===== src/rtl/lab3_defs.sv =====
// lab3_defs: shared definitions for the FIFO-to-UART drain path.
// Holds the drain FSM state encoding and the default clock and baud rates.
package lab3_defs;

  localparam int DEF_CLK_FREQ = 16_000_000;
  localparam int DEF_BAUD     = 115200;

  typedef enum logic [2:0] {
    ST_IDLE  = 3'd0,
    ST_POP   = 3'd1,
    ST_LOAD  = 3'd2,
    ST_START = 3'd3,
    ST_DATA  = 3'd4,
    ST_STOP  = 3'd5
  } state_e;

endpackage


===== src/rtl/uart_baud_cnt.sv =====
// uart_baud_cnt: counts clocks within one UART bit period.
// clk, rst_n (async, active low), clear_i restarts the count, bit_end_o on the last cycle of a bit.
module uart_baud_cnt #(
  parameter int CLKS_PER_BIT = 138
) (
  input  logic clk,
  input  logic rst_n,
  input  logic clear_i,
  output logic bit_end_o
);

  localparam int CW = (CLKS_PER_BIT > 1) ? $clog2(CLKS_PER_BIT) : 1;

  logic [CW-1:0] cnt_q;
  logic [CW-1:0] cnt_d;

  assign bit_end_o = (cnt_q == CW'(CLKS_PER_BIT - 1));

  always_comb begin
    cnt_d = cnt_q + CW'(1);
    if (clear_i || bit_end_o) begin
      cnt_d = '0;
    end
  end

  always_ff @(posedge clk or negedge rst_n) begin
    if (!rst_n) begin
      cnt_q <= '0;
    end else begin
      cnt_q <= cnt_d;
    end
  end

endmodule


===== src/rtl/fifo_uart_tx.sv =====
// fifo_uart_tx: pops bytes from a standard-mode FIFO and sends them as UART 8N1, LSB first.
// Ports: clk, rst_n, enable, fifo_empty, fifo_dout in; fifo_rd_en, tx, busy, byte_done out.
module fifo_uart_tx
  import lab3_defs::*;
#(
  parameter int CLK_FREQ = DEF_CLK_FREQ,
  parameter int BAUD     = DEF_BAUD,
  parameter int DATA_W   = 8
) (
  input  logic              clk,
  input  logic              rst_n,
  input  logic              enable,
  input  logic              fifo_empty,
  input  logic [DATA_W-1:0] fifo_dout,
  output logic              fifo_rd_en,
  output logic              tx,
  output logic              busy,
  output logic              byte_done
);

  localparam int CLKS_PER_BIT = CLK_FREQ / BAUD;
  localparam int BW = (DATA_W > 1) ? $clog2(DATA_W) : 1;

  state_e            state_q;
  state_e            state_d;
  logic [DATA_W-1:0] shift_q;
  logic [DATA_W-1:0] shift_d;
  logic [BW-1:0]     bit_q;
  logic [BW-1:0]     bit_d;
  logic              tx_q;
  logic              tx_d;
  logic              bit_end;
  logic              last_bit;
  logic              cnt_clr;

  // Restarting the count on every state change aligns bit
  // boundaries to START entry.
  assign cnt_clr = (state_d != state_q);

  uart_baud_cnt #(
    .CLKS_PER_BIT(CLKS_PER_BIT)
  ) u_baud (
    .clk      (clk),
    .rst_n    (rst_n),
    .clear_i  (cnt_clr),
    .bit_end_o(bit_end)
  );

  assign last_bit = (bit_q == BW'(DATA_W - 1));

  always_comb begin
    state_d = state_q;
    unique case (state_q)
      ST_IDLE:  if (enable && !fifo_empty) state_d = ST_POP;
      ST_POP:   state_d = ST_LOAD;
      ST_LOAD:  state_d = ST_START;
      ST_START: if (bit_end) state_d = ST_DATA;
      ST_DATA:  if (bit_end && last_bit) state_d = ST_STOP;
      ST_STOP:  if (bit_end) state_d = ST_IDLE;
      default:  state_d = ST_IDLE;
    endcase
  end

  always_comb begin
    shift_d = shift_q;
    bit_d   = bit_q;
    if (state_q == ST_LOAD) begin
      shift_d = fifo_dout;
    end
    if (state_q == ST_DATA && bit_end) begin
      shift_d = shift_q >> 1;
      bit_d   = last_bit ? '0 : bit_q + BW'(1);
    end
  end

  // tx is computed from next state so the registered line
  // lines up with state_q and never glitches.
  always_comb begin
    tx_d = 1'b1;
    unique case (1'b1)
      (state_d == ST_START): tx_d = 1'b0;
      (state_d == ST_DATA):  tx_d = shift_d[0];
      default:               tx_d = 1'b1;
    endcase
  end

  always_ff @(posedge clk or negedge rst_n) begin
    if (!rst_n) begin
      state_q <= ST_IDLE;
      shift_q <= '0;
      bit_q   <= '0;
      tx_q    <= 1'b1;
    end else begin
      state_q <= state_d;
      shift_q <= shift_d;
      bit_q   <= bit_d;
      tx_q    <= tx_d;
    end
  end

  assign tx         = tx_q;
  assign fifo_rd_en = (state_q == ST_POP);
  assign busy       = (state_q != ST_IDLE);
  assign byte_done  = (state_q == ST_STOP) && bit_end;

endmodule

===== config.mk =====
export PLATFORM = sky130hd
export DESIGN_NAME = fifo_uart_tx
export DESIGN_NICKNAME = d
export VERILOG_FILES = /design/src/rtl/lab3_defs.sv /design/src/rtl/uart_baud_cnt.sv /design/src/rtl/fifo_uart_tx.sv
export SDC_FILE = /design/constraint.sdc
export NUM_CORES = 1
export LEC_CHECK = 0
export CAP_MARGIN = 10
export CORE_MARGIN = 2
export CORE_UTILIZATION = 45
export DETAILED_ROUTE_END_ITERATION = 10
export GPL_TIMING_DRIVEN = 1
export PLACE_DENSITY = 0.77
export RECOVER_POWER = 50
export SETUP_SLACK_MARGIN = 0.1
export SLEW_MARGIN = 20
export SYNTH_ARGS = -nofsm -noshare
export SYNTH_HDL_FRONTEND = slang
export SYNTH_HIERARCHICAL = 1
export SYNTH_SLANG_ARGS = --single-unit

===== constraint.sdc =====
create_clock -name clk -period 5.1 [get_ports clk]
set_clock_uncertainty 0.2 [all_clocks]
set_input_delay 0.51 -clock clk [delete_from_list [all_inputs] [get_ports clk]]
set_output_delay 0.51 -clock clk [all_outputs]
set_load 0.05 [all_outputs]

-- After elaboration in Yosys (flattened, before gate mapping)
Cells that the tools add are included.
- output and inout port bits: 4
- bits of input ports: 12
- word-level logic and storage cells: 37
- flip-flop bits (word level): 23
- add/subtract/negate cells: 2
- muxes and demuxes: 10
- reduce and logical (&&, ||, !) cells: 9
- equality and inequality tests: 10
- operators by type and width (cell ; count):
    8-bit two-way mux ; 3
    3-bit one-hot mux with 6 select lines ; 1
    3-bit two-way mux ; 5
    3-bit == test, second input constant ; 4
    3-bit by 2-bit == test with 1-bit output, second input constant ; 3
    8-bit by 1-bit adder with 8-bit output, second input constant ; 1
    8-bit == test, second input constant ; 1
    1-bit logical AND ; 4
    3-bit by 1-bit adder with 3-bit output, second input constant ; 1
    3-bit by 1-bit == test with 1-bit output, second input constant ; 1
    3-bit zero test ; 1
    3-bit inequality test ; 1
    3-bit nonzero test ; 1
    1-bit one-hot mux with 2 select lines ; 1
    2-bit nonzero test ; 1
    1-bit zero test ; 1
    1-bit logical OR ; 1

-- Logic depth before layout (Yosys ltp)
- word-level depth: 7
- gate-level depth with buffers: 10
- mapped depth without buffers: 10

-- By module
Netlist, hierarchy kept.
- by module, submodules not included (module ; instances ; cells each ; area each (µm²) ; seq. area each (µm²)):
    fifo_uart_tx ; 1 ; 83 ; 864.6 ; 376.6
    uart_baud_cnt ; 1 ; 39 ; 412.9 ; 200.2

-- Worst setup path before layout
No wires, ideal clock.
- path type: reg2out
- start point: register u_baud.cnt_q[1]
- end point: output port byte_done
- buffers on the path: 0
- required time: 4.390 ns
- slack: 2.387 ns
- stages on the path, launching flop included: 7
- arrival: 2.003 ns
- cell sequence: dfrtp_1 -> inv_1 -> ha_1 -> nand4b_1 -> nor4_1 -> nand2_1 -> nor2_1
- longest elaborated chain between the ends: 2
- RTL lines (what ; line ; RTL):
    from (decl) ; uart_baud_cnt.sv:14 ; logic [CW-1:0] cnt_q;
    from (signal assigned) ; uart_baud_cnt.sv:30 ; cnt_q <= cnt_d;
    8-bit == test ; uart_baud_cnt.sv:17 ; assign bit_end_o = (cnt_q == CW'(CLKS_PER_BIT - 1));
    named net bit_end ; fifo_uart_tx.sv:32 ; logic bit_end;
    1-bit logical AND ; fifo_uart_tx.sv:104 ; assign byte_done = (state_q == ST_STOP) && bit_end;
    to (decl) ; fifo_uart_tx.sv:18 ; output logic byte_done
The timed path passes the listed nets, and every way through them passes these cells.

-- Worst setup path in the final report
Ends and elaborated chain as after synthesis.

==> run metrics <==
status=finished, final reports clean; clock transition at the registers of the reported paths=120 ps; Post-synth ARST share=1.00; initial antenna violation count=0; min Tclk post-route=3500 ps; Crit path buffers/inverters=2; HPWL after detailed placement=1620 um; worst min path class=reg -> reg; grt ovf=0; CTS sink count=23; FMAX=286 MHz; Routed Antenna Nets=0; total CTS buffers=3; first-pass GRT wire length=3640 um; Yosys reg bits=23; CTS H-tree lvls=1; TritonRoute pass-1 iters=4; core area=0.00273 mm2; Core Rows=19; largest net degree at the start of global routing=24; total wire length=~2200 um; cell area after layout=0.00145 mm2; Max Slew Vio Count=0; All-Layer GR Usage=0.140; DRC=0; PD cells=197 mW/mm2; Syn. warnings=6; Setup Viol. Count Final=0; Filler cells=236; number of flops mapped to enable cells by yosys=0; CP Class=reg -> out; Top FF cell, synth=dfrtp_1; CP cell instances=inv_1 -> ha_1 -> nand4b_1 -> nor4_1 -> nand2_1 -> nor2_1 -> clkdlybuf4s50_1; Critical Path AT=between 2000 and 3000 ps; post-layout util=0.530; Post-Syn Nets=~140; Die Footprint=around 0.0033 mm2; startpoint types=flop; via/cell ratio=5.40; gpl congestion=~0.75; clock tree buffer depth=2; Mean Syn Cell Area=10.5 um2; Leak=0.600 nW; RSZ-0062 raised after global routing=no; VDD IR-drop max=104 uV; drt wl/cell=13.1 um; synth unique cells=35; max cap viols=0; Final TNS setup=0 ps; PortBufs=15; Critical Path End Type=primary output; Skew-Pair Late Insertion Delay=300 ps; DRT iter0 DRCs=26; non-filler cells, final=168; mapped cell area=roughly 0.0013 mm2; vias in the first global route=873; slowest cell on the critical path=clkdlybuf4s50_1; Rel. slew slack=0.165; via count=between 900 and 1,000; postcts setup bufs=0; largest stage delay on the critical path=800 ps; die extent in y=57.3 um; sequential area share after synthesis=0.452; CTS root buffer=clkbuf_4; Die Width=between 50 and 60 um; Slew @ Worst Pin=1250 ps; Placed Area=0.00142 mm2; Antenna diodes=0; Worst Path Required=4390 ps; ratio of cells with drive above 1 in the final layout=0.102; TritonCTS clock tree=built; Initial Util=0.467; Worst Path Max Fanout=7; Crit path max-delay family=simple AND/OR/NAND/NOR gates; FF-to-FF setup slack=about 2200 ps; Synth Instances=122; post-layout net count=154; Final Cycle Share=0.686; Hold Vio Cnt, Final=0; Synth-to-Final Area Change=13.5%; placed cell count=between 150 and 200; Boundary Pins=16
[layout by cell type (no fill, tap or decap), drive strengths merged, types with 2 or more instances in the layout]
master / instances
xor2: 2
mux2i: 7
o22ai: 2
nand2: 11
o21ai: 11
nor2b: 3
o21a: 2
nor3b: 3
inv: 4
or3: 4
ha: 4
nand2b: 4
nor2: 10
dfrtp: 22
a21oi: 8
clkbuf: 5
dlygate4sd3: 2
clkdlybuf4s50: 13
mux2: 2
nand3: 4
[worst reg2reg max path: stages (launching register included)]
cell	delay, ps
dfrtp_1	440
inv_1	80
ha_1	140
nand4b_1	170
nor4_1	650
and4bb_1	740
mux2_2	410
[metal layers]
metal	GRT usage	vias up	wire length, um
met4	0.0299	0	17
met2	0.271	16	1170
li1	-	458	-
met1	0.163	431	935
met3	0.0204	2	83
met5	0	-	0
[cell type report]
type	instances	area, um2	share of cell area
Clock buffer	4	26.3	0.0181
Timing Repair Buffer	17	161	0.111
Tap cell	31	38.8	0.0267
Multi-Input combinational cell	89	632	0.436
Sequential cell	23	577	0.398
Inverter	4	15.0	0.0104
[synthesized netlist by cell type (2+ instances only)]
cell | instances | area [um2]
dfrtp_1 | 22 | 551
nand2_1 | 11 | 41.3
o21ai_0 | 11 | 55.1
nor2_1 | 10 | 37.5
a21oi_1 | 7 | 35.0
mux2i_1 | 7 | 70.1
ha_1 | 4 | 50.1
inv_1 | 4 | 15.0
nand2b_1 | 4 | 25.0
nand3_1 | 4 | 20.0
or3_1 | 4 | 25.0
buf_6 | 3 | 33.8
nor3b_1 | 3 | 22.5
buf_4 | 2 | 15.0
mux2_2 | 2 | 22.5
nor2b_1 | 2 | 12.5
o21a_1 | 2 | 15.0
o22ai_1 | 2 | 12.5
xor2_1 | 2 | 17.5
[registers in the layout (all words and copies together), names as in the netlist]
register	cells
state_q	3
shift_q	8
u_baud/cnt_q	8
bit_q	3
tx	1
[timing repair]
item,in CTS,in global routing
hold buffers,0,1
resized for setup,0,0
setup endpoints to repair,0,0
hold endpoints to repair,0,12
[report_power, final]
| part | internal (mW) | total (mW) | leakage [nW] | switching (mW) |
|---|---|---|---|---|
| combinational | 0.0106 | 0.0178 | 0.320 | 0.00722 |
| sequential | 0.186 | 0.187 | 0.265 | 0.00177 |
| clock | 0.0304 | 0.0809 | 0.0150 | 0.0505 |
| total | 0.227 | 0.286 | 0.600 | 0.0595 |
[per-stage QoR]
step	setup slack, ps	hold WS, ps	total power, mW
finish	1600	291	0.286
global route	1380	322	0.298
CTS	1600	297	0.289
detailed placement	1950	266	0.209
global placement	2020	256	0.208
floorplan	2390	14.4	0.195
[kinds of logic (layout without fill, tap and decap cells)]
group,after synthesis,in the layout,share of synthesized area
flip-flops,23,23,0.452
adder cells (fa/ha/maj),4,4,0.0392
multiplexers,9,9,0.0725
buffers and inverters,10,25,0.0539
AO/OA/AOI/OAI,26,26,0.155
AND/OR/NAND/NOR,47,47,0.208
XOR/XNOR,3,3,0.0206
[worst paths after layout]
| kind | startpoint | endpoint | cells after the start |
|---|---|---|---|
| max | u_baud/cnt_q[1] | byte_done | 7 |
| min | shift_q[7] | shift_q[6] | 2 |
| max reg2reg | u_baud/cnt_q[1] | bit_q[2] | 6 |
| min reg2reg | shift_q[7] | shift_q[6] | 2 |
| max in group asynchronous | rst_n | bit_q[2] | 2 |
| min in group asynchronous | rst_n | state_q[0] | 2 |
Note: power is estimated with default switching activity, not from simulation.
==> variant, RTL diff (config.mk and constraints unchanged) <==
Set the parameter `DATA_W` to 16 (it was 8).
--- a/src/rtl/fifo_uart_tx.sv
+++ b/src/rtl/fifo_uart_tx.sv
@@ -5,7 +5,7 @@
 #(
   parameter int CLK_FREQ = DEF_CLK_FREQ,
   parameter int BAUD     = DEF_BAUD,
-  parameter int DATA_W   = 8
+  parameter int DATA_W   = 16
 ) (
   input  logic              clk,
   input  logic              rst_n,
Ports: changed (resized fifo_dout); port bits go from 16 to 24. The function was not compared with the original's and may differ.
==> variant against the original RTL <==
The flow now finishes with violations (max-capacitance violations, max-slew violations). Total power grew to 2.5 times the old value. Clock power grew to 2.9 times the old value. Routed wire length is 39% higher. Combinational power grew to 6.5 times the old value. Cell count is 40% higher. Via count is 40% higher. Sequential cell count is 9 higher. Worst setup slack better by 170 ps. Critical endpoint unchanged. Cell area is 39% higher. Synthesized area is 31% higher.
==> variant: results (changes against the original RTL) <==
- Reg2reg end: bit_q[1] (was bit_q[2])
- Routed WL per cell: 13.1 µm (about the same)
- Worst-path maximum fanout: 9 (was 7)
- Largest stage delay, worst path: 820 ps (was 800 ps)
- Cell count after placement: 227 (was 163)
- First-pass GRT wire length: 5500 µm (was 3640 µm)
- Failing checks: max-capacitance violations, max-slew violations
- Max-cap viol count: 1 (was 0)
- Status: complete, but fails checks (was completed)
- GRT Util Overall: 17.0% (was 14.0%)
- Multi-input gate share of total cell area: 38.9% (was 43.6%)
- Met3 routed WL: 174 µm (was 83 µm)
- Slew Viols, Final: 33 (was 0)
- Worst slack, placed: 2230 ps (was 1950 ps)
- Area contributors post-synth: dfrtp_1 46%, mux2i_1 9.5%, nand2_1 4.7%, o21ai_1 4.5%, nor2_1 2.5% (was dfrtp_1 43%, mux2i_1 5.5%, o21ai_0 4.3%, ha_1 3.9%, nand2_1 3.2%)
- Clk pin slew, worst setup/hold paths: 70 ps (was 120 ps)
- Clock root buffer: clkbuf_8 (was clkbuf_4)
- Met1 usage: 21.7% (was 16.3%)
- Routed met2 length: 1440 µm (was 1170 µm)
- Mapped Nets: 186 (was 138)
- Vias post-DR: 1,268 (was 907)
- Total CTS buffers: 5 (was 3)
- H-tree levels: 2 (was 1)
- Top delay family on crit path: buffers and inverters (was simple AND/OR/NAND/NOR gates)
- Clock buffer count: 6 (was 4)
- First DRT Iteration DRCs: 40 (was 26)
- HPWL Detailed: 2120 µm (was 1620 µm)
- IO buf count: 23 (was 15)
- Nonclk buf count: 26 (was 17)
- Layout cells sized above 1: 8.02% (was 10.2%)
- M3 GR Usage: 3.99% (was 2.04%)
- Flop-to-flop setup slack: 2380 ps (was 2160 ps)
- Die Wd: 65.1 µm (was 57.3 µm)
- Top post-synthesis cells by count: 31 x dfrtp_1, 21 x nand2_1, 16 x mux2i_1 (was 22 x dfrtp_1, 11 x nand2_1, 11 x o21ai_0)
variant: logic make-up (layout without fill, tap and decap cells):
| logic type | Yosys count | count (layout) | synth area share (%) |
|---|---|---|---|
| compound gates | 32 | 32 | 12.3 |
| flops | 32 | 32 | 47.8 |
| simple gates | 61 | 61 | 19.9 |
| buf+inv | 14 | 38 | 5.51 |
| mux | 17 | 17 | 10.2 |
| fa+ha+maj | 3 | 3 | 2.24 |
| xor+xnor | 4 | 4 | 2.09 |
variant: report_power, final:
group          switching, mW  total, mW  internal, mW
logic                 0.0546      0.116        0.0613
clock network         0.0918      0.237         0.145
registers             0.0586      0.366         0.308
total                  0.205      0.719         0.514
variant: worst min-delay path by stage:
stage,from,end,slack (ps)
floorplan,rst_n,bit_q[0],10
global placement,shift_q[2],shift_q[1],270
detailed placement,shift_q[2],shift_q[1],270
CTS,shift_q[13],shift_q[12],290
global route,shift_q[11],shift_q[10],330
finish,shift_q[11],shift_q[10],290
